**src/rtl/axil_master_arbiter_if.sv**
```systemverilog
// AXI-Lite single-port bus bundle (AW/W/B/AR/R channels) shared by the
// arbiter (master side) and whatever slave sits behind it.
interface axil_if #(
    parameter int REG_WIDTH = 32
);
    logic [REG_WIDTH-1:0]   AWADDR;
    logic                   AWVALID;
    logic                   AWREADY;
    logic [REG_WIDTH-1:0]   WDATA;
    logic [REG_WIDTH/8-1:0] WSTRB;
    logic                   WVALID;
    logic                   WREADY;
    logic [1:0]             BRESP;
    logic                   BVALID;
    logic                   BREADY;
    logic [REG_WIDTH-1:0]   ARADDR;
    logic                   ARVALID;
    logic                   ARREADY;
    logic [REG_WIDTH-1:0]   RDATA;
    logic [1:0]             RRESP;
    logic                   RVALID;
    logic                   RREADY;

    modport master (
        output AWADDR, AWVALID, input AWREADY,
        output WDATA, WSTRB, WVALID, input WREADY,
        input  BRESP, BVALID, output BREADY,
        output ARADDR, ARVALID, input ARREADY,
        input  RDATA, RRESP, RVALID, output RREADY
    );

    modport slave (
        input  AWADDR, AWVALID, output AWREADY,
        input  WDATA, WSTRB, WVALID, output WREADY,
        output BRESP, BVALID, input BREADY,
        input  ARADDR, ARVALID, output ARREADY,
        output RDATA, RRESP, RVALID, input RREADY
    );
endinterface

```
**src/rtl/axil_master_arbiter.sv**
```systemverilog
// Two-requester round-robin arbiter that serialises single-beat read/write
// requests onto one AXI-Lite master port, one transaction in flight at a time.
module axil_master_arbiter #(
    parameter int REG_WIDTH = 32
) (
    input  logic                   ACLK,
    input  logic                   ARESET,
    input  logic [1:0]             REQ,
    input  logic [1:0]             REQ_WE,
    input  logic [2*REG_WIDTH-1:0] REQ_ADDR,
    input  logic [2*REG_WIDTH-1:0] REQ_WDATA,
    output logic [1:0]             ACK,
    output logic [REG_WIDTH-1:0]   RSP_RDATA,
    output logic                   RSP_ERR,
    output logic                   BUSY,
    output logic                   GNT_ID,
    axil_if.master                 m_axil
);

    typedef enum logic [2:0] {
        IDLE    = 3'd0,
        WR      = 3'd1,
        WR_RESP = 3'd2,
        RD      = 3'd3,
        RD_RESP = 3'd4,
        DONE    = 3'd5
    } state_t;

    state_t               state_reg, state_next;
    logic                 last_gnt_reg, last_gnt_next;
    logic                 gnt_id_reg, gnt_id_next;
    logic [REG_WIDTH-1:0] addr_reg, addr_next;
    logic [REG_WIDTH-1:0] wdata_reg, wdata_next;
    logic                 awvalid_reg, awvalid_next;
    logic                 wvalid_reg, wvalid_next;
    logic                 bready_reg, bready_next;
    logic                 arvalid_reg, arvalid_next;
    logic                 rready_reg, rready_next;
    logic [REG_WIDTH-1:0] rsp_rdata_reg, rsp_rdata_next;
    logic                 rsp_err_reg, rsp_err_next;

    logic [REG_WIDTH-1:0] req_addr  [2];
    logic [REG_WIDTH-1:0] req_wdata [2];
    logic                 winner;
    logic                 aw_pending;
    logic                 w_pending;
    logic                 unused_resp_bits;

    genvar gi;
    generate
        for (gi = 0; gi < 2; gi++) begin : g_req
            assign req_addr[gi]  = REQ_ADDR[gi*REG_WIDTH +: REG_WIDTH];
            assign req_wdata[gi] = REQ_WDATA[gi*REG_WIDTH +: REG_WIDTH];
            assign ACK[gi]       = (state_reg == DONE) && (gnt_id_reg == 1'(gi));
        end
    endgenerate

    // On contention the requester that did not win last time goes first.
    assign winner     = (REQ == 2'b11) ? ~last_gnt_reg : REQ[1];
    assign aw_pending = awvalid_reg && !m_axil.AWREADY;
    assign w_pending  = wvalid_reg && !m_axil.WREADY;

    always_ff @(posedge ACLK or posedge ARESET) begin
        if (ARESET) begin
            state_reg     <= IDLE;
            last_gnt_reg  <= 1'b1;
            gnt_id_reg    <= 1'b0;
            addr_reg      <= '0;
            wdata_reg     <= '0;
            awvalid_reg   <= 1'b0;
            wvalid_reg    <= 1'b0;
            bready_reg    <= 1'b0;
            arvalid_reg   <= 1'b0;
            rready_reg    <= 1'b0;
            rsp_rdata_reg <= '0;
            rsp_err_reg   <= 1'b0;
        end else begin
            state_reg     <= state_next;
            last_gnt_reg  <= last_gnt_next;
            gnt_id_reg    <= gnt_id_next;
            addr_reg      <= addr_next;
            wdata_reg     <= wdata_next;
            awvalid_reg   <= awvalid_next;
            wvalid_reg    <= wvalid_next;
            bready_reg    <= bready_next;
            arvalid_reg   <= arvalid_next;
            rready_reg    <= rready_next;
            rsp_rdata_reg <= rsp_rdata_next;
            rsp_err_reg   <= rsp_err_next;
        end
    end

    always_comb begin
        state_next = state_reg;
        case (state_reg)
            IDLE:    if (|REQ) state_next = REQ_WE[winner] ? WR : RD;
            WR:      if (!aw_pending && !w_pending) state_next = WR_RESP;
            WR_RESP: if (m_axil.BVALID && bready_reg) state_next = DONE;
            RD:      if (arvalid_reg && m_axil.ARREADY) state_next = RD_RESP;
            RD_RESP: if (m_axil.RVALID && rready_reg) state_next = DONE;
            DONE:    state_next = IDLE;
            default: state_next = IDLE;
        endcase
    end

    // All bus outputs are registered, so ready inputs never reach a VALID combinationally.
    always_comb begin
        last_gnt_next  = last_gnt_reg;
        gnt_id_next    = gnt_id_reg;
        addr_next      = addr_reg;
        wdata_next     = wdata_reg;
        awvalid_next   = awvalid_reg;
        wvalid_next    = wvalid_reg;
        bready_next    = bready_reg;
        arvalid_next   = arvalid_reg;
        rready_next    = rready_reg;
        rsp_rdata_next = rsp_rdata_reg;
        rsp_err_next   = rsp_err_reg;
        case (state_reg)
            IDLE: begin
                if (|REQ) begin
                    last_gnt_next = winner;
                    gnt_id_next   = winner;
                    addr_next     = req_addr[winner];
                    wdata_next    = req_wdata[winner];
                    if (REQ_WE[winner]) begin
                        awvalid_next = 1'b1;
                        wvalid_next  = 1'b1;
                    end else begin
                        arvalid_next = 1'b1;
                    end
                end
            end
            WR: begin
                awvalid_next = aw_pending;
                wvalid_next  = w_pending;
                if (!aw_pending && !w_pending) bready_next = 1'b1;
            end
            WR_RESP: begin
                if (m_axil.BVALID && bready_reg) begin
                    bready_next    = 1'b0;
                    rsp_err_next   = m_axil.BRESP[1];
                    rsp_rdata_next = '0;
                end
            end
            RD: begin
                if (arvalid_reg && m_axil.ARREADY) begin
                    arvalid_next = 1'b0;
                    rready_next  = 1'b1;
                end
            end
            RD_RESP: begin
                if (m_axil.RVALID && rready_reg) begin
                    rready_next    = 1'b0;
                    rsp_err_next   = m_axil.RRESP[1];
                    rsp_rdata_next = m_axil.RDATA;
                end
            end
            default: ;
        endcase
    end

    assign m_axil.AWADDR  = addr_reg;
    assign m_axil.AWVALID = awvalid_reg;
    assign m_axil.WDATA   = wdata_reg;
    assign m_axil.WSTRB   = '1;
    assign m_axil.WVALID  = wvalid_reg;
    assign m_axil.BREADY  = bready_reg;
    assign m_axil.ARADDR  = addr_reg;
    assign m_axil.ARVALID = arvalid_reg;
    assign m_axil.RREADY  = rready_reg;

    assign RSP_RDATA = rsp_rdata_reg;
    assign RSP_ERR   = rsp_err_reg;
    assign BUSY      = (state_reg != IDLE);
    assign GNT_ID    = gnt_id_reg;

    // Only the error bit of the response codes is reported.
    assign unused_resp_bits = m_axil.BRESP[0] ^ m_axil.RRESP[0];

endmodule

```
**src/flat_wrapper.sv**
```systemverilog
// flat-port wrapper written by rule: the top's interface ports become plain ports
module axil_master_arbiter_flat 
#(
    parameter int REG_WIDTH = 32
)
  (ACLK, ARESET, REQ, REQ_WE, REQ_ADDR, REQ_WDATA, ACK, RSP_RDATA, RSP_ERR, BUSY, GNT_ID, m_axil_AWADDR, m_axil_AWVALID, m_axil_AWREADY, m_axil_WDATA, m_axil_WSTRB, m_axil_WVALID, m_axil_WREADY, m_axil_BRESP, m_axil_BVALID, m_axil_BREADY, m_axil_ARADDR, m_axil_ARVALID, m_axil_ARREADY, m_axil_RDATA, m_axil_RRESP, m_axil_RVALID, m_axil_RREADY);
  axil_if #(.REG_WIDTH(REG_WIDTH)) m_axil_i ();
  input  logic ACLK;
  input  logic ARESET;
  input  logic [1:0] REQ;
  input  logic [1:0] REQ_WE;
  input  logic [2*REG_WIDTH-1:0] REQ_ADDR;
  input  logic [2*REG_WIDTH-1:0] REQ_WDATA;
  output logic [1:0] ACK;
  output logic [REG_WIDTH-1:0] RSP_RDATA;
  output logic RSP_ERR;
  output logic BUSY;
  output logic GNT_ID;
  output wire logic [$bits(m_axil_i.AWADDR)-1:0] m_axil_AWADDR;
  output wire logic [$bits(m_axil_i.AWVALID)-1:0] m_axil_AWVALID;
  input wire logic [$bits(m_axil_i.AWREADY)-1:0] m_axil_AWREADY;
  output wire logic [$bits(m_axil_i.WDATA)-1:0] m_axil_WDATA;
  output wire logic [$bits(m_axil_i.WSTRB)-1:0] m_axil_WSTRB;
  output wire logic [$bits(m_axil_i.WVALID)-1:0] m_axil_WVALID;
  input wire logic [$bits(m_axil_i.WREADY)-1:0] m_axil_WREADY;
  input wire logic [$bits(m_axil_i.BRESP)-1:0] m_axil_BRESP;
  input wire logic [$bits(m_axil_i.BVALID)-1:0] m_axil_BVALID;
  output wire logic [$bits(m_axil_i.BREADY)-1:0] m_axil_BREADY;
  output wire logic [$bits(m_axil_i.ARADDR)-1:0] m_axil_ARADDR;
  output wire logic [$bits(m_axil_i.ARVALID)-1:0] m_axil_ARVALID;
  input wire logic [$bits(m_axil_i.ARREADY)-1:0] m_axil_ARREADY;
  input wire logic [$bits(m_axil_i.RDATA)-1:0] m_axil_RDATA;
  input wire logic [$bits(m_axil_i.RRESP)-1:0] m_axil_RRESP;
  input wire logic [$bits(m_axil_i.RVALID)-1:0] m_axil_RVALID;
  output wire logic [$bits(m_axil_i.RREADY)-1:0] m_axil_RREADY;
  assign m_axil_AWADDR = m_axil_i.AWADDR;
  assign m_axil_AWVALID = m_axil_i.AWVALID;
  assign m_axil_i.AWREADY = m_axil_AWREADY;
  assign m_axil_WDATA = m_axil_i.WDATA;
  assign m_axil_WSTRB = m_axil_i.WSTRB;
  assign m_axil_WVALID = m_axil_i.WVALID;
  assign m_axil_i.WREADY = m_axil_WREADY;
  assign m_axil_i.BRESP = m_axil_BRESP;
  assign m_axil_i.BVALID = m_axil_BVALID;
  assign m_axil_BREADY = m_axil_i.BREADY;
  assign m_axil_ARADDR = m_axil_i.ARADDR;
  assign m_axil_ARVALID = m_axil_i.ARVALID;
  assign m_axil_i.ARREADY = m_axil_ARREADY;
  assign m_axil_i.RDATA = m_axil_RDATA;
  assign m_axil_i.RRESP = m_axil_RRESP;
  assign m_axil_i.RVALID = m_axil_RVALID;
  assign m_axil_RREADY = m_axil_i.RREADY;
  axil_master_arbiter #(.REG_WIDTH(REG_WIDTH)) u_core (.ACLK(ACLK), .ARESET(ARESET), .REQ(REQ), .REQ_WE(REQ_WE), .REQ_ADDR(REQ_ADDR), .REQ_WDATA(REQ_WDATA), .ACK(ACK), .RSP_RDATA(RSP_RDATA), .RSP_ERR(RSP_ERR), .BUSY(BUSY), .GNT_ID(GNT_ID), .m_axil(m_axil_i));
endmodule
```
**config.mk**
```make
export PLATFORM = sky130hd
export DESIGN_NAME = axil_master_arbiter_flat
export DESIGN_NICKNAME = d
export VERILOG_FILES = /design/src/rtl/axil_master_arbiter_if.sv /design/src/rtl/axil_master_arbiter.sv /design/src/flat_wrapper.sv
export SDC_FILE = /design/constraint.sdc
export NUM_CORES = 1
export LEC_CHECK = 0
export ABC_AREA = 1
export CORE_ASPECT_RATIO = 1.2
export CORE_MARGIN = 8
export CORE_UTILIZATION = 30
export DETAILED_ROUTE_END_ITERATION = 16
export PLACE_DENSITY = 0.67
export SKIP_CTS_REPAIR_TIMING = 1
export SLEW_MARGIN = 20
export SYNTH_ARGS = -nofsm -noshare
export SYNTH_HDL_FRONTEND = slang
export SYNTH_SLANG_ARGS = --single-unit
```
**constraint.sdc**
```tcl
create_clock -name ACLK -period 10.2 [get_ports ACLK]
set_input_delay 2.04 -clock ACLK [delete_from_list [all_inputs] [get_ports ACLK]]
set_output_delay 2.04 -clock ACLK [all_outputs]
set_load 0.01 [all_outputs]
```
# == Word level (Yosys, flattened, before mapping) ==
# Cells that the tools add are included.
# classes
bitwise_logic,3
magnitude_cmp,2
n_reduce_logical,27
n_eq_ne,13
mux,36
# op_table
operator,n
$mux 32,8
$pmux 32 s2,1
$mux 3,5
$pmux 3 s5,1
$mux 1,14
$ne 2x1->1 const B,6
$pmux 1 s2,6
$reduce_and 3->1,4
$reduce_bool 2->1,5
$logic_and 1x1->1,8
$eq 3x2->1 const B,2
$eq 3x3->1 const B,2
$reduce_and 5->1,1
$logic_not 1->1,4
$reduce_and 4->1,1
$eq 3x1->1 const B,1
$logic_not 3->1,1
$reduce_bool 3->1,1
$eq 2x2->1 const B,1
$ge 2x2->1 const B,1
$lt 1x2->1 const B,1
$mux 2,1
$ne 2x2->1 const B,1
$not 1->1,2
other kinds (3),3
# totals
register_bits,107
input_bits,175
wordCells,93

# == Logic depth before layout (Yosys ltp) ==
# Gate-level depths: netlist (run 1).
# depth
depth_word,7
depth_mapped,9

# == Worst setup path after synthesis (run 1) ==
# No wires, ideal clock.
# synth_path
path_kind,input port to flip-flop
from,input port REQ[0]
to,"register u_core.addr_reg[29], in the netlist u_core.m_axil.ARADDR[29]"
arrival_time_ns,2.912
cell_stages,8
setup_time_ns,0.065
setup_slack_ns,7.224
cell_sequence,nand2_1 -> nand2_1 -> inv_1 -> buf_2 -> buf_1 -> nand2_1 -> nand3_1 -> o21a_1
# synth_between
elab_chain_len,6
word_cells_on_any_way,8
cone_classes,eq/ne (1); mux (4); bitwise (1); reduce/logical (2)
# synth_rtl
item,line,text
start: declaration,flat_wrapper.sv:10,input logic [1:0] REQ;
$eq 2x2->1,axil_master_arbiter.sv:59,assign winner = (REQ == 2'b11) ? ~last_gnt_reg : REQ[1];
$mux 1,axil_master_arbiter.sv:59,
$not 1->2 (implied by the code),axil_master_arbiter.sv:124,addr_next = req_addr[winner];
$mux 32 (implied by the code) (3 in series),axil_master_arbiter.sv:124,
end signal: assignment,axil_master_arbiter.sv:81,addr_reg <= addr_next;
end: declaration,axil_master_arbiter.sv:32,"logic [REG_WIDTH-1:0] addr_reg, addr_next;"
# Several ways; a longest one is shown, not always the timed one. The select of a mux whose other input is x is not followed.
# A chain may end at the register's enable or synchronous reset.

# == Worst setup path after layout (run 1) ==
# layout_path
from,input port REQ[1]
to,"register u_core.wdata_reg[2], in the netlist u_core.m_axil.WDATA[2]"
# layout_between
elab_chain_len,6
word_cells_on_any_way,8
cone_classes,eq/ne (1); mux (4); bitwise (1); reduce/logical (2)
# layout_rtl
item,line,text
$eq 2x2->1,axil_master_arbiter.sv:59,
$mux 1,axil_master_arbiter.sv:59,
$not 1->2 (implied by the code),axil_master_arbiter.sv:125,wdata_next = req_wdata[winner];
$mux 32 (implied by the code) (3 in series),axil_master_arbiter.sv:125,
end signal: assignment,axil_master_arbiter.sv:82,wdata_reg <= wdata_next;
end: declaration,axil_master_arbiter.sv:33,"logic [REG_WIDTH-1:0] wdata_reg, wdata_next;"
# Several ways; a longest one is shown, not always the timed one. The select of a mux whose other input is x is not followed.

==> results of run 1 <==
## through the flow
step / total power [mW] / cells / setup slack [ns] / hold WS (ns)
after floorplan: 0.5555 / 634 / 5.344 / 0.4615
after global placement: 0.6948 / 1094 / 5.314 / 0.4535
after detailed placement: 0.6975 / 1094 / 5.226 / 0.4573
after CTS: 1.090 / 1110 / 5.614 / 0.4771
after global routing: 1.121 / 1110 / 5.431 / 0.4921
final: 1.074 / 1110 / 5.633 / 0.4737
## final timing paths
path                       slack, ns                        startpoint  cells after the start                                  end
min in group asynchronous       2.15                            ARESET                      2  u_core.m_axil.ARADDR[6]$_DFFE_PP0P_
setup reg to reg                7.20   u_core.state_reg[0]$_DFFE_PP0P_                      6   u_core.m_axil.WDATA[2]$_DFFE_PP0P_
hold / removal                  0.47  u_core.RSP_RDATA[23]$_DFFE_PP0P_                      2     u_core.RSP_RDATA[23]$_DFFE_PP0P_
max in group asynchronous       6.82                            ARESET                      3  u_core.m_axil.ARADDR[3]$_DFFE_PP0P_
hold reg to reg                 0.47  u_core.RSP_RDATA[23]$_DFFE_PP0P_                      2     u_core.RSP_RDATA[23]$_DFFE_PP0P_
setup / recovery                5.63                            REQ[1]                      6   u_core.m_axil.WDATA[2]$_DFFE_PP0P_
## worst min-delay path, delay by kind of cell, from the launching register on
kind / cells / cell delay, ns
and+or+nand+nor: 2 / 0.10
DFF: 1 / 0.34
## logic make-up (layout without fill, tap and decap cells)
family | count (synthesis) | in the layout
simple gates | 353 | 353
flops | 107 | 107
other cells | 1 | 4
compound gates | 77 | 77
buf+inv | 93 | 349
## per-layer routing
layer  track usage (%)  vias up  part of all wire (%)
met2             28.94      154                    52
met4             7.719        0                   2.9
met5                 0        -                     0
li1                  -     2519                     -
met1             19.39     2385                    40
met3             3.014       28                   5.7
## area by class of cell
type	instances	area, µm²
clock buffers	9	225.2
multi-input cells	434	2057
flip-flops and latches	107	2679
well taps	220	275.3
clock inverters	7	98.84
inverters	19	73.82
fillers	1687	8832
repair buffers	314	3133
## report_power, final
group	switching [mW]	internal [mW]	total [mW]	leakage (nW)
sequential	0.0176	0.448	0.466	1.35
clock	0.171	0.218	0.388	0.157
combinational	0.0794	0.140	0.219	2.19
total	0.268	0.806	1.07	3.70
## cell usage after synthesis
master,instances
buf_2,17
o21a_1,64
o21bai_1,2
buf_6,3
nor2_2,2
a21oi_1,4
buf_1,9
clkbuf_1,5
nand3_1,108
conb_1,1
or2_2,1
nor2_1,10
a21oi_2,1
dfrtp_1,106
buf_4,40
inv_2,2
inv_1,17
nand4_1,2
o21ai_0,6
dfstp_2,1
nand2_2,2
nand2_1,228
==> impl_metrics.csv, run 1 <==
group,metric,value,unit
global_route,grt_pass1_vias,5039,
timing,slew_viol_final,0,
final_layout,diodes,0,
yosys,netlist_area,5258,µm²
yosys,synth_top_area_share,50.45,%
final_layout,layout_common_cells,"clkdlybuf4s50_1 (310), nand2_1 (227), nand3_1 (108), dfrtp_1 (106), o21a_1 (64)",
die,dieArea,22040,µm²
final_layout,nNetsFinal,1060,
global_route,grtUsageTotal,16.68,%
yosys,synth_compound_area_share,10.54,%
pwr,ir_worst_vdd,0.00006487,V
yosys,syn_inst,631,
route,drt-wirelength-per-cell,17.05,µm
route,first_iter_violations,319,
yosys,ys_seq_area_share,50.95,%
timing,hold_viol,0,
setup_path,cp_num_buf_inv,3,
final_layout,final_util,49.16,%
clock_network,clk_latency,0.36,ns
clock_network,cts_made_buffers,9,
setup_path,crit_family,"buffers and inverters",
yosys,synth_top_cell_by_area,"dfrtp_1",
yosys,avgSynthCellArea,8.332,µm²
timing,period_share,44.77,%
die,die_w,136.9,µm
route,drcViolationCount,0,
yosys,yosysWarningCount,0,
setup_path,slowest_stage,"buf_4",
final_layout,post-route-cell-area,8542,µm²
setup_path,cp_max_fo,100,
placement,hpwl,14320,µm
status,status,"finished clean",
yosys,synthAdderAreaFrac,0,%
final_layout,final_layout_size_suffix_gt1_share,3.596,%
placement,portBuffers,310,
timing,setup_tns,0,ns
clock_network,cts.clk_slew.worst_paths,0.08,ns
global_route,grt_max_degree,101,
final_layout,final_common_cell,"clkdlybuf4s50_1",
hold_path,hp-class,"reg -> reg",
route,vias,5086,
final_layout,synthToLayoutAreaGrowth,62.47,%
die,io_pins,317,
yosys,synth_xor_area_share,0,%
pwr,power_density,125.7,nW/µm²
clock_network,cts.sink_count,107,
timing,slew_headroom,32.45,%
route,wirelength,18930,µm
route,post_drt_via_cell_ratio,4.582,
setup_path,cp-start-kind,"input port",
timing,clock-skew-final,0.01292,ns
job,max_cap_viol_count,0,
setup_path,endpoint_kind,"flip-flop",
setup_path,worst_ep_required_time,10.45,ns
clock_network,clock_path_buffers,2,
timing,max_freq,0.2190,GHz
setup_path,critPathMaxStageDelay,0.88,ns
setup_path,cp_cell_sequence,"clkdlybuf4s50_1 -> inv_1 -> a21oi_4 -> buf_4 -> nand3_1 -> o21a_1",
yosys,synthMuxAreaShare,0,%
yosys,synthTopCellsByArea,"dfrtp_1 (50%), nand2_1 (16%), nand3_1 (10%)",
die,die-height,161.0,µm
pwr,p_leak,3.697,nW
global_route,overflow,0,
timing,rsz0062_at_grt,"no",
yosys,synth-seq-cells,107,
timing,period_needed,4.567,ns
setup_path,crit_type,"in -> reg",
global_route,grt_pass1_wl,28470,µm
yosys,yosys.area_share.simple,28.11,%
setup_path,critPathArrivalTime,4.81,ns
clock_network,cts_tree,"done",
clock_network,root_buffer,"clkbuf_16",
clock_network,htree_levels,3,
global_route,antenna_found_initial,0,
die,core_area,17370,µm²
placement,place_area,8218,µm²
route,ant_nets,0,
die,row_count,53,
timing,final-setup-viol-count,0,
yosys,ys_types,22,
yosys,synth_top_family_by_area,"simple AND/OR/NAND/NOR gates",
timing,worst_pin_slew,1.012,ns
die,initial_core_util,30.26,%
placement,gp_congestion,0.7887,
route,drtPass1Iterations,4,
No activity file was read; power rests on OpenSTA's default activity.
==> run 2, diff against run 1 <==
Clock period 10.2 ns to 4.75 ns, I/O delays scaled along.
==> impl_metrics.csv, run 2 (same netlist as run 1, synthesis figures left out) <==
group,metric,value,unit
die,die-height,161.0,µm
setup_path,slowest_stage,"nand2_2",
route,first_iter_violations,274,
route,wirelength,19150,µm
clock_network,root_buffer,"clkbuf_16",
global_route,grt_pass1_wl,29700,µm
timing,rsz0062_at_grt,"no",
setup_path,crit_type,"in -> reg",
setup_path,endpoint_kind,"flip-flop",
die,io_pins,317,
final_layout,synthToLayoutAreaGrowth,62.73,%
timing,slew_viol_final,0,
die,dieArea,22040,µm²
clock_network,cts.clk_slew.worst_paths,0.07,ns
timing,clock-skew-final,0.009640,ns
clock_network,cts_tree,"done",
global_route,antenna_found_initial,1,
final_layout,final-seq-area,2679,µm²
global_route,grt_max_degree,96,
clock_network,htree_levels,3,
route,vias,5112,
setup_path,worst_ep_required_time,4.95,ns
setup_path,critPathArrivalTime,2.95,ns
route,drt-wirelength-per-cell,17.19,µm
timing,slew_headroom,31.48,%
die,die_w,136.9,µm
setup_path,cp_num_buf_inv,2,
final_layout,n_fill_cell,1696,
global_route,overflow,0,
die,initial_core_util,30.26,%
setup_path,cp-start-kind,"input port",
clock_network,cts.sink_count,107,
timing,period_share,57.89,%
placement,hpwl,14740,µm
timing,period_needed,2.750,ns
route,post_drt_via_cell_ratio,4.589,
pwr,ir_worst_vdd,0.0001388,V
final_layout,final_layout_size_suffix_gt1_share,3.807,%
placement,dp_slack,1.635,ns
pwr,power_density,262.7,nW/µm²
die,core_area,17370,µm²
setup_path,crit_family,"simple AND/OR/NAND/NOR gates",
die,row_count,53,
timing,setup_tns,0,ns
clock_network,cts_made_buffers,9,
final_layout,final_common_cell,"clkdlybuf4s50_1",
setup_path,cp_cell_sequence,"clkdlybuf4s50_1 -> nand2_1 -> nand3_1 -> nand2_1 -> inv_2 -> nand2_2 -> nand2_1 -> o21ai_0",
clock_network,clock_path_buffers,2,
job,max_cap_viol_count,0,
final_layout,multi_input_comb_area,2057,µm²
global_route,grtUsageTotal,17.30,%
timing,max_freq,0.3637,GHz
timing,hold_viol,0,
final_layout,layout_common_cells,"clkdlybuf4s50_1 (310), nand2_1 (227), nand3_1 (108), dfrtp_1 (106), o21a_1 (64)",
pwr,p_leak,3.698,nW
setup_path,critPathMaxStageDelay,0.56,ns
hold_path,hp-class,"reg -> reg",
route,ant_nets,0,
placement,gp_congestion,0.7952,
timing,hold_slack,0.4728,ns
setup_path,worst_path_most_repeated_cell,"nand2_1",
clock_network,clk_latency,0.35,ns
timing,setup_ws,2.000,ns
final_layout,nNetsFinal,1063,
timing,final-setup-viol-count,0,
status,status,"finished clean",
setup_path,cp_max_fo,34,
placement,portBuffers,310,
timing,worst_pin_slew,1.027,ns
route,drtPass1Iterations,4,
global_route,grt_pass1_vias,5210,
route,drcViolationCount,0,
[run 2: path summary, 6_finish.rpt]
kind / startpoint / cells after the start / slack (ns) / end
worst max register to register: u_core.state_reg[1]$_DFFE_PP0P_ / 8 / 2.51 / u_core.RSP_ERR$_DFFE_PP0P_
max in group asynchronous: ARESET / 3 / 2.76 / u_core.last_gnt_reg$_DFFE_PP1P_
worst min register to register: u_core.RSP_RDATA[26]$_DFFE_PP0P_ / 2 / 0.47 / u_core.RSP_RDATA[26]$_DFFE_PP0P_
worst max-delay path: m_axil_RVALID / 8 / 2.00 / u_core.RSP_ERR$_DFFE_PP0P_
min in group asynchronous: ARESET / 2 / 1.07 / u_core.m_axil.ARADDR[2]$_DFFE_PP0P_
worst min-delay path: u_core.RSP_RDATA[26]$_DFFE_PP0P_ / 2 / 0.47 / u_core.RSP_RDATA[26]$_DFFE_PP0P_
[run 2: layer usage]
layer / vias to the layer above / wire (µm) / track usage [%]
li1: 2523 / - / -
met1: 2391 / 7498 / 19.54
met2: 175 / 9988 / 31.03
met3: 23 / 1209 / 3.418
met4: 0 / 451 / 6.779
met5: - / 0 / 0
[run 2: tightest hold or removal path: stages (launching register included)]
cell,delay (ns)
dfrtp_1,0.35
nand2_1,0.05
nand2_1,0.04
[run 2: area by class of cell]
class	instances	share of cell area [%]
clock inverters	6	0.8336
clock buffers	10	2.676
flip-flops and latches	107	31.31
repair buffers	317	37.03
inverters	19	0.8628
diodes	1	0.02925
well taps	220	3.217
multi-input cells	434	24.04
[run 2: per-stage QoR]
stage          instance area, µm²  power [mW]  cells  util [%]
3_3_place_gp                 8253       1.494   1097     47.50
4_1_cts                      8553       2.282   1113     49.23
6_report                     8556       2.247   1114     49.24
5_1_grt                      8556       2.353   1114     49.24
3_5_place_dp                 8253       1.498   1097     47.50
2_1_floorplan                5269       1.193    634         -
[run 2: report_power, final]
group | internal, mW | switching [mW]
sequential | 0.963 | 0.0379
combinational | 0.301 | 0.171
clock | 0.416 | 0.359
